`config.mk`:
```
export PLATFORM = sky130hd
export DESIGN_NAME = multicycle_cpu_core_flat
export DESIGN_NICKNAME = d
export VERILOG_FILES = /design/src/rtl/multicycle_cpu_core_if.sv /design/src/rtl/multicycle_cpu_core.sv /design/src/flat_wrapper.sv
export SDC_FILE = /design/constraint.sdc
export NUM_CORES = 1
export LEC_CHECK = 0
export ABC_CLOCK_PERIOD_IN_PS = 7240
export BUFFER_PORTS_ARGS = -buffer_cell sky130_fd_sc_hd__buf_2
export CAP_MARGIN = 20
export CORE_UTILIZATION = 43
export CTS_CLUSTER_SIZE = 40
export DETAILED_ROUTE_END_ITERATION = 8
export GPL_TIMING_DRIVEN = 0
export PLACE_DENSITY_LB_ADDON = 0.3
export SYNTH_ARGS = -nofsm -noshare
export SYNTH_HDL_FRONTEND = slang
export SYNTH_SLANG_ARGS = --single-unit
```
`constraint.sdc`:
```
create_clock -name clk -period 7.24 [get_ports clk]
set_input_delay 0.724 -clock clk [delete_from_list [all_inputs] [get_ports clk]]
set_output_delay 0.724 -clock clk [all_outputs]
set_load 0.01 [all_outputs]
```
`src/rtl/multicycle_cpu_core_if.sv`:
```
// Shared instruction/data memory port of the multicycle core.
// Handshake: the master raises mem_req with mem_we/mem_addr/mem_wdata stable until the cycle mem_ack is high;
// the transfer completes in that cycle (ack may coincide with req); ack while req is low means nothing.
interface multicycle_cpu_core_if #(
    parameter int WIDTH = 16
);
    logic             mem_req;
    logic             mem_we;
    logic [WIDTH-1:0] mem_addr;
    logic [WIDTH-1:0] mem_wdata;
    logic [WIDTH-1:0] mem_rdata;
    logic             mem_ack;

    modport master (
        output mem_req, mem_we, mem_addr, mem_wdata,
        input  mem_rdata, mem_ack
    );

    modport slave (
        input  mem_req, mem_we, mem_addr, mem_wdata,
        output mem_rdata, mem_ack
    );
endinterface

```
`src/rtl/multicycle_cpu_core.sv`:
```
// Multi-cycle TSC core: 4-register datapath plus IF/ID/EX/MEM/WB/HALT control FSM
// sharing one memory port for fetches, loads and stores.
module multicycle_cpu_core #(
    parameter int               WIDTH    = 16,
    parameter logic [WIDTH-1:0] RESET_PC = '0
) (
    input  logic                         clk,
    input  logic                         reset,
    multicycle_cpu_core_if.master        mem,
    output logic [WIDTH-1:0]             output_port,
    output logic [WIDTH-1:0]             num_inst,
    output logic                         is_halted,
    output logic [2:0]                   state_dbg
);
    typedef enum logic [2:0] {
        S_IF   = 3'd0,
        S_ID   = 3'd1,
        S_EX   = 3'd2,
        S_MEM  = 3'd3,
        S_WB   = 3'd4,
        S_HALT = 3'd5
    } state_t;

    localparam logic [3:0] OP_BNE = 4'd0, OP_BEQ = 4'd1, OP_BGZ = 4'd2, OP_BLZ = 4'd3;
    localparam logic [3:0] OP_ADI = 4'd4, OP_ORI = 4'd5, OP_LHI = 4'd6, OP_LWD = 4'd7;
    localparam logic [3:0] OP_SWD = 4'd8, OP_JMP = 4'd9, OP_JAL = 4'd10, OP_R = 4'd15;
    localparam logic [5:0] F_ADD = 6'd0, F_SUB = 6'd1, F_AND = 6'd2, F_ORR = 6'd3;
    localparam logic [5:0] F_NOT = 6'd4, F_TCP = 6'd5, F_SHL = 6'd6, F_SHR = 6'd7;
    localparam logic [5:0] F_JPR = 6'd25, F_JRL = 6'd26, F_WWD = 6'd28, F_HLT = 6'd29;
    localparam logic [WIDTH-1:0] ONE = WIDTH'(1);

    state_t           state, state_next;
    logic [15:0]      ir;
    logic [WIDTH-1:0] pc, a, b, alu_out, mdr, alu_res;
    logic [WIDTH-1:0] rf [4];

    logic [3:0]       op;
    logic [5:0]       func;
    logic [1:0]       rs, rt, rd;
    logic [7:0]       imm8;
    logic [WIDTH-1:0] imm_sext, imm_zext, lhi_val, j_target;
    logic             is_r, is_hlt, alu_wb, is_ls, is_branch, taken, retire;

    assign op       = ir[15:12];
    assign func     = ir[5:0];
    assign rs       = ir[11:10];
    assign rt       = ir[9:8];
    assign rd       = ir[7:6];
    assign imm8     = ir[7:0];
    assign imm_sext = WIDTH'($signed(imm8));
    assign imm_zext = WIDTH'(imm8);
    assign lhi_val  = WIDTH'({imm8, 8'h00});
    assign j_target = {pc[WIDTH-1:12], ir[11:0]};

    assign is_r      = (op == OP_R);
    assign is_hlt    = is_r && (func == F_HLT);
    assign alu_wb    = (is_r && (func[5:3] == 3'b000)) || (op == OP_ADI) || (op == OP_ORI) || (op == OP_LHI);
    assign is_ls     = (op == OP_LWD) || (op == OP_SWD);
    assign is_branch = (op == OP_BNE) || (op == OP_BEQ) || (op == OP_BGZ) || (op == OP_BLZ);
    assign state_dbg = state;

    always_comb begin
        taken = 1'b0;
        case (op)
            OP_BNE:  taken = (a != b);
            OP_BEQ:  taken = (a == b);
            OP_BGZ:  taken = ($signed(a) > 0);
            OP_BLZ:  taken = a[WIDTH-1];
            default: taken = 1'b0;
        endcase
    end

    always_comb begin
        alu_res = '0;
        case (op)
            OP_ADI, OP_LWD, OP_SWD: alu_res = a + imm_sext;
            OP_ORI:                 alu_res = a | imm_zext;
            OP_LHI:                 alu_res = lhi_val;
            OP_R: begin
                case (func)
                    F_ADD:   alu_res = a + b;
                    F_SUB:   alu_res = a - b;
                    F_AND:   alu_res = a & b;
                    F_ORR:   alu_res = a | b;
                    F_NOT:   alu_res = ~a;
                    F_TCP:   alu_res = (~a) + ONE;
                    F_SHL:   alu_res = {a[WIDTH-2:0], 1'b0};
                    F_SHR:   alu_res = {a[WIDTH-1], a[WIDTH-1:1]};
                    default: alu_res = '0;
                endcase
            end
            default: alu_res = '0;
        endcase
    end

    always_ff @(posedge clk or posedge reset) begin
        if (reset) state <= S_IF;
        else       state <= state_next;
    end

    // Anything that is neither a write-back ALU op nor a load/store retires in EX, NOPs included.
    always_comb begin
        state_next = state;
        retire     = 1'b0;
        case (state)
            S_IF:  if (mem.mem_ack) state_next = S_ID;
            S_ID: begin
                state_next = is_hlt ? S_HALT : S_EX;
                retire     = is_hlt;
            end
            S_EX: begin
                if (alu_wb)     state_next = S_WB;
                else if (is_ls) state_next = S_MEM;
                else begin
                    state_next = S_IF;
                    retire     = 1'b1;
                end
            end
            S_MEM: begin
                if (mem.mem_ack) begin
                    state_next = (op == OP_SWD) ? S_IF : S_WB;
                    retire     = (op == OP_SWD);
                end
            end
            S_WB: begin
                state_next = S_IF;
                retire     = 1'b1;
            end
            S_HALT:  state_next = S_HALT;
            default: state_next = S_IF;
        endcase
    end

    // Gated by reset so the port is idle for the whole reset pulse, not just from the next edge.
    always_comb begin
        mem.mem_req   = 1'b0;
        mem.mem_we    = 1'b0;
        mem.mem_addr  = '0;
        mem.mem_wdata = '0;
        if (!reset) begin
            if (state == S_IF) begin
                mem.mem_req  = 1'b1;
                mem.mem_addr = pc;
            end else if (state == S_MEM) begin
                mem.mem_req   = 1'b1;
                mem.mem_we    = (op == OP_SWD);
                mem.mem_addr  = alu_out;
                mem.mem_wdata = b;
            end
        end
    end

    always_ff @(posedge clk or posedge reset) begin
        if (reset) begin
            pc          <= RESET_PC;
            ir          <= '0;
            a           <= '0;
            b           <= '0;
            alu_out     <= '0;
            mdr         <= '0;
            output_port <= '0;
            num_inst    <= '0;
            is_halted   <= 1'b0;
            for (int i = 0; i < 4; i++) rf[i] <= '0;
        end else begin
            if (retire) num_inst <= num_inst + ONE;
            case (state)
                S_IF: begin
                    if (mem.mem_ack) begin
                        ir <= mem.mem_rdata[15:0];
                        pc <= pc + ONE;
                    end
                end
                S_ID: begin
                    a <= rf[rs];
                    b <= rf[rt];
                    if (is_hlt) is_halted <= 1'b1;
                end
                S_EX: begin
                    alu_out <= alu_res;
                    // pc already points past this instruction, which is also the link value.
                    if (is_branch && taken) pc <= pc + imm_sext;
                    if (op == OP_JMP) pc <= j_target;
                    if (op == OP_JAL) begin
                        pc    <= j_target;
                        rf[2] <= pc;
                    end
                    if (is_r && (func == F_JPR)) pc <= a;
                    if (is_r && (func == F_JRL)) begin
                        pc    <= a;
                        rf[2] <= pc;
                    end
                    if (is_r && (func == F_WWD)) output_port <= a;
                end
                S_MEM: begin
                    if (mem.mem_ack && (op == OP_LWD)) mdr <= mem.mem_rdata;
                end
                S_WB: begin
                    rf[is_r ? rd : rt] <= (op == OP_LWD) ? mdr : alu_out;
                end
                default: ;
            endcase
        end
    end
endmodule

```
`src/flat_wrapper.sv`:
```
// flat-port wrapper written by rule: the top's interface ports become plain ports
module multicycle_cpu_core_flat 
#(
    parameter int               WIDTH    = 16,
    parameter logic [WIDTH-1:0] RESET_PC = '0
)
  (clk, reset, output_port, num_inst, is_halted, state_dbg, mem_mem_req, mem_mem_we, mem_mem_addr, mem_mem_wdata, mem_mem_rdata, mem_mem_ack);
  multicycle_cpu_core_if #(.WIDTH(WIDTH)) mem_i ();
  input  logic clk;
  input  logic reset;
  output logic [WIDTH-1:0] output_port;
  output logic [WIDTH-1:0] num_inst;
  output logic is_halted;
  output logic [2:0] state_dbg;
  output wire logic [$bits(mem_i.mem_req)-1:0] mem_mem_req;
  output wire logic [$bits(mem_i.mem_we)-1:0] mem_mem_we;
  output wire logic [$bits(mem_i.mem_addr)-1:0] mem_mem_addr;
  output wire logic [$bits(mem_i.mem_wdata)-1:0] mem_mem_wdata;
  input wire logic [$bits(mem_i.mem_rdata)-1:0] mem_mem_rdata;
  input wire logic [$bits(mem_i.mem_ack)-1:0] mem_mem_ack;
  assign mem_mem_req = mem_i.mem_req;
  assign mem_mem_we = mem_i.mem_we;
  assign mem_mem_addr = mem_i.mem_addr;
  assign mem_mem_wdata = mem_i.mem_wdata;
  assign mem_i.mem_rdata = mem_mem_rdata;
  assign mem_i.mem_ack = mem_mem_ack;
  multicycle_cpu_core #(.WIDTH(WIDTH), .RESET_PC(RESET_PC)) u_core (.clk(clk), .reset(reset), .mem(mem_i), .output_port(output_port), .num_inst(num_inst), .is_halted(is_halted), .state_dbg(state_dbg));
endmodule
```
==> impl_summary.md, run 1 <==
Run status
The run finished with clean final reports.

Cells and area
Relative to the synthesized area, the layout overhead comes to 11.3%. The number of antenna repair diodes is 0. The fraction of final layout cells with drive strength greater than 1 is 14.6%. The library cell used most frequently in the layout, excluding fill and tap cells, is sky130_fd_sc_hd__nand2_1. The top cell types in the final layout, fill and taps aside, are sky130_fd_sc_hd__nand2_1, sky130_fd_sc_hd__dfrtp_1, sky130_fd_sc_hd__o21ai_0. The number of nets at the end of the flow is 1,865.

After routing the design area is approximately 16,000 um2.

Critical path
STA classifies the critical path startpoint as a flop. The most critical setup path has its startpoint at u_core.a[9]. The critical path is of the reg2reg type. At the worst endpoint, the required time is 7610 ps.

The reg-to-reg startpoint is u_core.a[9]. Traced cell by cell, the critical path runs through clkbuf_1 > inv_1 > ha_1 > clkbuf_1 > nor4_1 > nand3_1 > o21a_1 > o311ai_4 > nand2_2 > buf_6 > nand3_1 > o21ai_1 > a31oi_1. The category of the worst setup path capture point is a flop. The largest individual stage delay along the critical path comes from the cell sky130_fd_sc_hd__clkbuf_1. The delay of the slowest cell on the worst path is 700 ps. Of all nets on the critical path, the largest fanout is 10. The data arrival time at the worst-slack endpoint is roughly 4600 ps.

STA
The worst-case setup margin in the final layout is 3000 ps. The final-report max-slew violation count is 0. Static timing analysis puts the maximum clock frequency at 0.236 GHz. For the finished layout, the period the worst path requires is 4240 ps. The worst pin sits at a relative slew slack of about 28%. The total setup violations reported at the end of the flow is 0. The worst path uses between 50% and 60% of the clock period.

The final-report hold violation count is 0. The transition time of the tightest slew-check pin is 1070 ps. Setup repair after global routing left no endpoint under its margin. For the final database, setup skew stands at 16.8 ps.

Route
The pre-antenna-repair detailed-routing pass consisted of 6 iterations. The final wirelength is approximately 55 mm. The antenna violation net count after detailed routing is 0.

The remaining design rule violation count is 0. The number of violations reported at the end of detailed-routing iteration 0 is 1,860. The total via count in the routed design is 13.8k. The detailed-route vias per instance is 6.28. In the final routed layout, each cell accounts on average for approximately 25 um.

Floorplanning
89 I/O pins were placed. The floorplan step defined a die boundary enclosing 34,500 um2. After floorplanning, the core was divided into 66 placement rows.

The height of the die is around 190 um. The die span in x is 186 um. The core box area is ~33,000 um2. The starting density of the core is between 40% and 50%.

Global routing
The initial antenna violation count is 0. The first global-routing pass estimated 81.8 mm of wire. The all-layer global routing usage is 32.4%. The number of global-route vias before repair came to 13.1k. The total global routing overflow is 0. Entering global routing, the biggest net connects around 110 pins.

Clock tree
The clock latency of the later-clocked register in the worst-skew pair is roughly 460 ps. Clock tree synthesis found a total of 196 sinks. The buffer count from post-CTS setup fixing is 0. The H-tree depth reported by CTS is 4. The number of hold-repair buffers added at the cts stage is 0. The total CTS buffers is 17.

The CTS tree is built. The clock passes through at most 2 buffers. The clock-pin slew of the registers on the worst-case setup and hold paths is 90 ps. The number of gates resized after CTS was 0. The cell at the root of the clock tree is sky130_fd_sc_hd__clkbuf_16.

Synthesis
The most common flop cell mapped by yosys is sky130_fd_sc_hd__dfrtp_1. The number of enable-type register cells in the synthesized netlist is 0. The post-synthesis cell area is 14,500 um2.

The main combinational cell family by area after synthesis is compound AO/OA/AOI/OAI gates. Counting every instance in the synthesized netlist gives 1,638. The number of synthesized register bits is just under 200. The area share of xor/xnor cells in the synthesized design is 3.38%. The average cell area after synthesis is 8.87 um2. Of the total synthesized cell area, the portion taken by AND, OR, NAND and NOR gates is 17.7%.

In the synthesized netlist the async set-or-reset flop fraction comes to 100%. The multiplexer fraction of the synthesized cell area is 9.57%. For this run, the register share of the synthesized area comes to between 30 and 40%. After synthesis, the netlist uses 96 different library cells.

The synthesized netlist devotes 22.1% of its cell area to compound gates. The number of nets in the synthesized netlist is roughly 1.8k. During synthesis, Yosys emitted a total of 0 warnings. The area share of fa/ha/maj cells after synthesis is 8.48%.

Placement
The placed wire-length estimate is 41.6 mm. The congestion estimate from routability-driven global placement came to 0.994. The number of input and output port buffers inserted is 88.

The area of placed instances is 15,600 um2. At the placement stage, the worst setup path has a slack of about 3200 ps.

Pwr
The share of total power in combinational logic is 61.3%. The power density of the placed cells is 472 nW/um2. In this run switching power makes up 52.0% of total power. The internal power component is roughly 0.0037 W. The leakage power summed over all cells is 7.20 nW. In this run, flip-flops and latches consume between 20% and 30% of the power. The analysis attributes to net switching a power of 0.00397 W. Per report_power, the clock group accounts for 13.0% of the total. The maximum resistive drop on vdd is roughly 0.24 mV.

Min path
The path class of the lowest-slack min-delay path is in2async.

Flow run
The max-cap violation count is 0.
[stage by stage]
step,utilization (%),power (W),std cells,hold WS (ps),TNS [ps]
finish,49.2,0.00764,2205,415,0
global route,49.2,0.00808,2205,473,0
CTS,49.2,0.00750,2205,447,0
detailed placement,47.4,0.00648,2173,461,0
global placement,47.2,0.00640,2168,460,-264080
floorplan,-,0.00499,1638,461,0
[cell families (layout without fill, tap and decap cells)]
family / after synthesis / count (layout)
muxes: 94 / 94
and+or+nand+nor: 525 / 525
DFF: 196 / 196
AOI/OAI and AO/OA: 496 / 496
adders and majority gates: 96 / 96
xor gates and xnor gates: 56 / 56
buffers and inverters: 175 / 300
[Yosys cell counts, drive strengths merged (15+ instances only)]
library cell / n / area, um2
mux2i: 23 / 230
dfrtp: 196 / 4900
nor3: 58 / 307
nand2b: 15 / 93.8
inv: 64 / 240
mux4: 32 / 721
a21o: 19 / 143
a31oi: 18 / 113
a221oi: 15 / 138
xor2: 22 / 193
ha: 92 / 1150
buf: 32 / 184
nand3: 30 / 155
xnor2: 34 / 298
a21oi: 106 / 531
nor2: 103 / 402
o21ai: 180 / 905
a22o: 21 / 184
and2: 22 / 138
mux2: 39 / 439
clkbuf: 78 / 293
nand2: 202 / 761
[metal layers]
layer	wire [um]	up-vias	track usage [%]
met3	5900	122	8.12
li1	-	6171	-
met4	2550	0	14.5
met5	0	-	0
met2	23700	787	48.2
met1	22700	6762	44.2
[power by group through the flow]
stage | clock [W] | sequential (W) | combinational, W
final | 0.000995 | 0.00196 | 0.00469
after detailed placement | 0 | 0.00195 | 0.00454
after CTS | 0.00100 | 0.00193 | 0.00457
after global routing | 0.00104 | 0.00199 | 0.00506
after floorplan | 0 | 0.00174 | 0.00326
after global placement | 0 | 0.00193 | 0.00447
[sequential cells by signal, summed over array words and instances (netlist names)]
| name | flops |
|---|---|
| u_core.num_inst | 16 |
| u_core.state_dbg | 3 |
| u_core.alu_out | 16 |
| u_core.ir | 16 |
| u_core.output_port | 16 |
| u_core.mdr | 16 |
| u_core.a | 16 |
| u_core.pc | 16 |
| u_core.is_halted | 1 |
| u_core.b | 16 |
| u_core.rf | 64 |
[worst max-delay path, delay by kind of cell, from the launching register on]
| kind | cells | cell delay [ps] |
|---|---|---|
| flops | 1 | 480 |
| compound gates | 4 | 890 |
| simple gates | 4 | 1200 |
| buf+inv | 4 | 1250 |
| fa+ha+maj | 1 | 310 |
[path summary, 6_finish.rpt]
path                                  endpoint  slack [ps]  cells after the start
min in group clk           u_core.num_inst[15]         480                      1
max reg2reg                       u_core.pc[0]        3000                     13
max in group asynchronous         u_core.a[15]        5840                      3
min reg2reg                u_core.num_inst[15]         480                      1
min                         u_core.num_inst[0]         410                      2
max                               u_core.pc[0]        3000                     13
[cell type report]
type / instances / area (um2)
inverter: 65 / 251
multi-input combinational: 1267 / 8900
buffer: 110 / 477
clock buffer: 20 / 447
sequential: 196 / 4900
tap: 442 / 553
fill: 3261 / 16700
timing repair buffer: 93 / 497
clock inverter: 12 / 136
Note: power is estimated with default switching activity, not from simulation.
==> run 2, diff against run 1 <==
--- a/config.mk
+++ b/config.mk
@@ -5,7 +5,7 @@
 export SDC_FILE = /design/constraint.sdc
 export NUM_CORES = 1
 export LEC_CHECK = 0
-export ABC_CLOCK_PERIOD_IN_PS = 7240
+export ABC_CLOCK_PERIOD_IN_PS = 4400
 export BUFFER_PORTS_ARGS = -buffer_cell sky130_fd_sc_hd__buf_2
 export CAP_MARGIN = 20
 export CORE_UTILIZATION = 43
==> constraint.sdc (replaced) <==
create_clock -name clk -period 4.4 [get_ports clk]
set_input_delay 0.44 -clock clk [delete_from_list [all_inputs] [get_ports clk]]
set_output_delay 0.44 -clock clk [all_outputs]
set_load 0.01 [all_outputs]
==> impl_summary.md, run 2 (synthesis gave the netlist of run 1 again) <==
Run status
Status: finished clean (unchanged).

Critical path
The highest fanout seen on the critical path is 10 (unchanged). The data arrival time at the worst-slack endpoint is 4700 ps (was 4610 ps). The category of the worst setup path capture point is a flop (unchanged). The kind of start point of the critical path was a flop (unchanged).

The worst path required time is 4750 ps (was 7610 ps). The type of the worst setup path is reg2reg (unchanged). The slack of the worst reg-to-reg path came to 50 ps (was 3000 ps).

Global routing
The number of global-route vias before repair is 13.3k (was 13.1k). The all-layer global routing usage is 32.8% (was 32.4%). The maximum number of pins on one net before global-route repair came to 41 (was 108).

The total global routing overflow is 0 (unchanged). The global-route wire length before repair was 83.0 mm (was 81.8 mm). The initial antenna violation count came to 2 (was 0).

Placement
The number of input and output port buffers inserted is 88 (unchanged). The worst setup timing slack at the placement stage is 217 ps (was 3210 ps). The placer's final routability congestion estimate was 1.02 (was 0.994). The area of placed instances is 15,600 um2 (about the same). The placed wire-length estimate was 42.2 mm (was 41.6 mm).

Pwr
The power density of the placed cells is 779 nW/um2 (was 472 nW/um2). The maximum resistive drop on vdd is 0.457 mV (was 0.243 mV). The leakage power summed over all cells came to 7.25 nW (was 7.20 nW).

Clock tree
The post-cts repair resize count was 0 (unchanged). The number of hold-repair buffers added at the cts stage is 0 (unchanged). The number of buffers between clock root and the deepest sink is 2 (unchanged).

The CTS tree is built (unchanged). The cell at the root of the clock tree is sky130_fd_sc_hd__clkbuf_16 (unchanged). The total CTS buffers is 17 (unchanged). The H-tree depth reported by CTS came to 4 (unchanged). The clock-pin slew of the registers on the worst-case setup and hold paths is 80 ps (was 90 ps). The number of clock sinks is 196 (unchanged). The clock latency of the later-clocked register in the worst-skew pair came to 480 ps (was 460 ps).

The buffer count from post-CTS setup fixing is 0 (unchanged).

Min path
The path class of the lowest-slack min-delay path is in2async (unchanged).

Route
The routed wirelength normalized by instance count is 25.0 um (was 24.9 um). The detailed-route vias per instance was 6.34 (was 6.28). The total via count in the routed design was 14.0k (was 13.8k). The number of violations reported at the end of detailed-routing iteration 0 is 1,698 (was 1,860). The first-pass iteration count of the detailed router is 6 (unchanged). The remaining design rule violation count came to 0 (unchanged). The final wirelength is 55.2 mm (was 54.8 mm). The antenna violation net count after detailed routing was 0 (unchanged).

Cells and area
The number of filler cells placed in the layout is 3,209 (was 3,261). The register bank with the most flops is u_core.rf (unchanged). The number of nets at the end of the flow is 1,867 (was 1,865). The area occupied by multi-input gates was 8910 um2 (was 8900 um2). The sequential cell area is 4900 um2 (unchanged). The number of flip-flops in the largest register is 64 (unchanged). Top library cells by usage in the layout, fill and taps aside: sky130_fd_sc_hd__nand2_1, sky130_fd_sc_hd__dfrtp_1, sky130_fd_sc_hd__o21ai_0 (unchanged). The fraction of final layout cells with drive strength greater than 1 is 14.9% (was 14.6%). The area of all placed cells without fillers is 16,200 um2 (about the same).

The commonest non-fill, non-tap cell in the layout is sky130_fd_sc_hd__nand2_1 (unchanged). The post-layout utilization of the core was 49.4% (was 49.2%). The layout-stage area growth over the synthesis result is 11.9% (was 11.3%).

STA
The post-route minimum period is 4350 ps (was 4240 ps). The transition time of the tightest slew-check pin is 1140 ps (was 1070 ps). The total setup violations reported at the end of the flow is 0 (unchanged). The worst-case setup margin in the final layout was 49.2 ps (was 3000 ps).

The final-report hold violation count came to 0 (unchanged). The final-report max-slew violation count is 0 (unchanged). The final period utilization is 98.9% (was 58.6%).

The worst hold slack is 141 ps (was 415 ps). The headroom to the max-slew limit is 22.7% (was 28.1%). The setup TNS is 0 ps (unchanged). The largest clock skew in the final design came to 30.4 ps (was 16.8 ps). Setup repair after global routing missed its margin: false (unchanged). The highest clock frequency the design can meet was 0.230 GHz (was 0.236 GHz).

Floorplanning
The number of top-level pins was 89 (unchanged). The height of the die is 186 um (unchanged). The starting density of the core is 44.2% (unchanged). The core box area is 32,900 um2 (unchanged). The number of rows created at floorplan came to 66 (unchanged).

The die span in x was 186 um (unchanged). The die outline area is 34,500 um2 (unchanged).

Flow run
The max-cap violation count is 0 (unchanged).
[run 2: through the flow]
step | cells | total power (W)
3_3_place_gp | 2168 | 0.0106
3_5_place_dp | 2174 | 0.0107
4_1_cts | 2206 | 0.0124
6_report | 2209 | 0.0127
5_1_grt | 2207 | 0.0134
2_1_floorplan | 1638 | 0.00822
[run 2: final timing paths]
path                                        to           startpoint  depth (start not counted)
setup / recovery                 u_core.pc[13]          u_core.a[7]                         11
hold / removal             u_core.num_inst[15]                reset                          2
setup reg to reg                 u_core.pc[13]          u_core.a[7]                         11
hold reg to reg            u_core.num_inst[15]  u_core.num_inst[15]                          1
max in group asynchronous        u_core.rf[58]                reset                          6
min in group clk                 u_core.mdr[7]     mem_mem_rdata[7]                          2
[run 2: worst max-delay path, stage by stage, from the launching register on]
cell                       delay [ps]
sky130_fd_sc_hd__dfrtp_1          730
sky130_fd_sc_hd__inv_1            410
sky130_fd_sc_hd__ha_1             390
sky130_fd_sc_hd__clkbuf_1         220
sky130_fd_sc_hd__nor4_1           720
sky130_fd_sc_hd__nand3_1          410
sky130_fd_sc_hd__o21a_1           310
sky130_fd_sc_hd__o311ai_4         370
sky130_fd_sc_hd__a21boi_4         330
sky130_fd_sc_hd__nor2_1            80
sky130_fd_sc_hd__o22ai_1          160
sky130_fd_sc_hd__o21ai_1           90
[run 2: where the power goes]
part	total, W	switching, W	internal (W)
sequential	0.00327	0.000890	0.00238
combinational	0.00773	0.00489	0.00284
clock	0.00167	0.000854	0.000811
total	0.0127	0.00663	0.00603
[run 2: area by class of cell]
class                   count  area share [%]
multi-input cells        1267            54.9
flip-flops and latches    196            30.2
repair buffers             95            3.40
well taps                 442            3.40
plain buffers             110            2.94
clock buffers              18            2.64
inverters                  65            1.52
clock inverters            14            1.01
diodes                      2          0.0308
[run 2: metal layers]
metal	part of all wire (%)	wire [um]	global-route usage, %	vias to the layer above
li1	-	-	-	6196
met1	41	22700	45.1	6843
met2	44	24200	49.3	843
met3	11	6140	8.02	116
met4	3.9	2160	13.1	0
met5	0	0	0	-
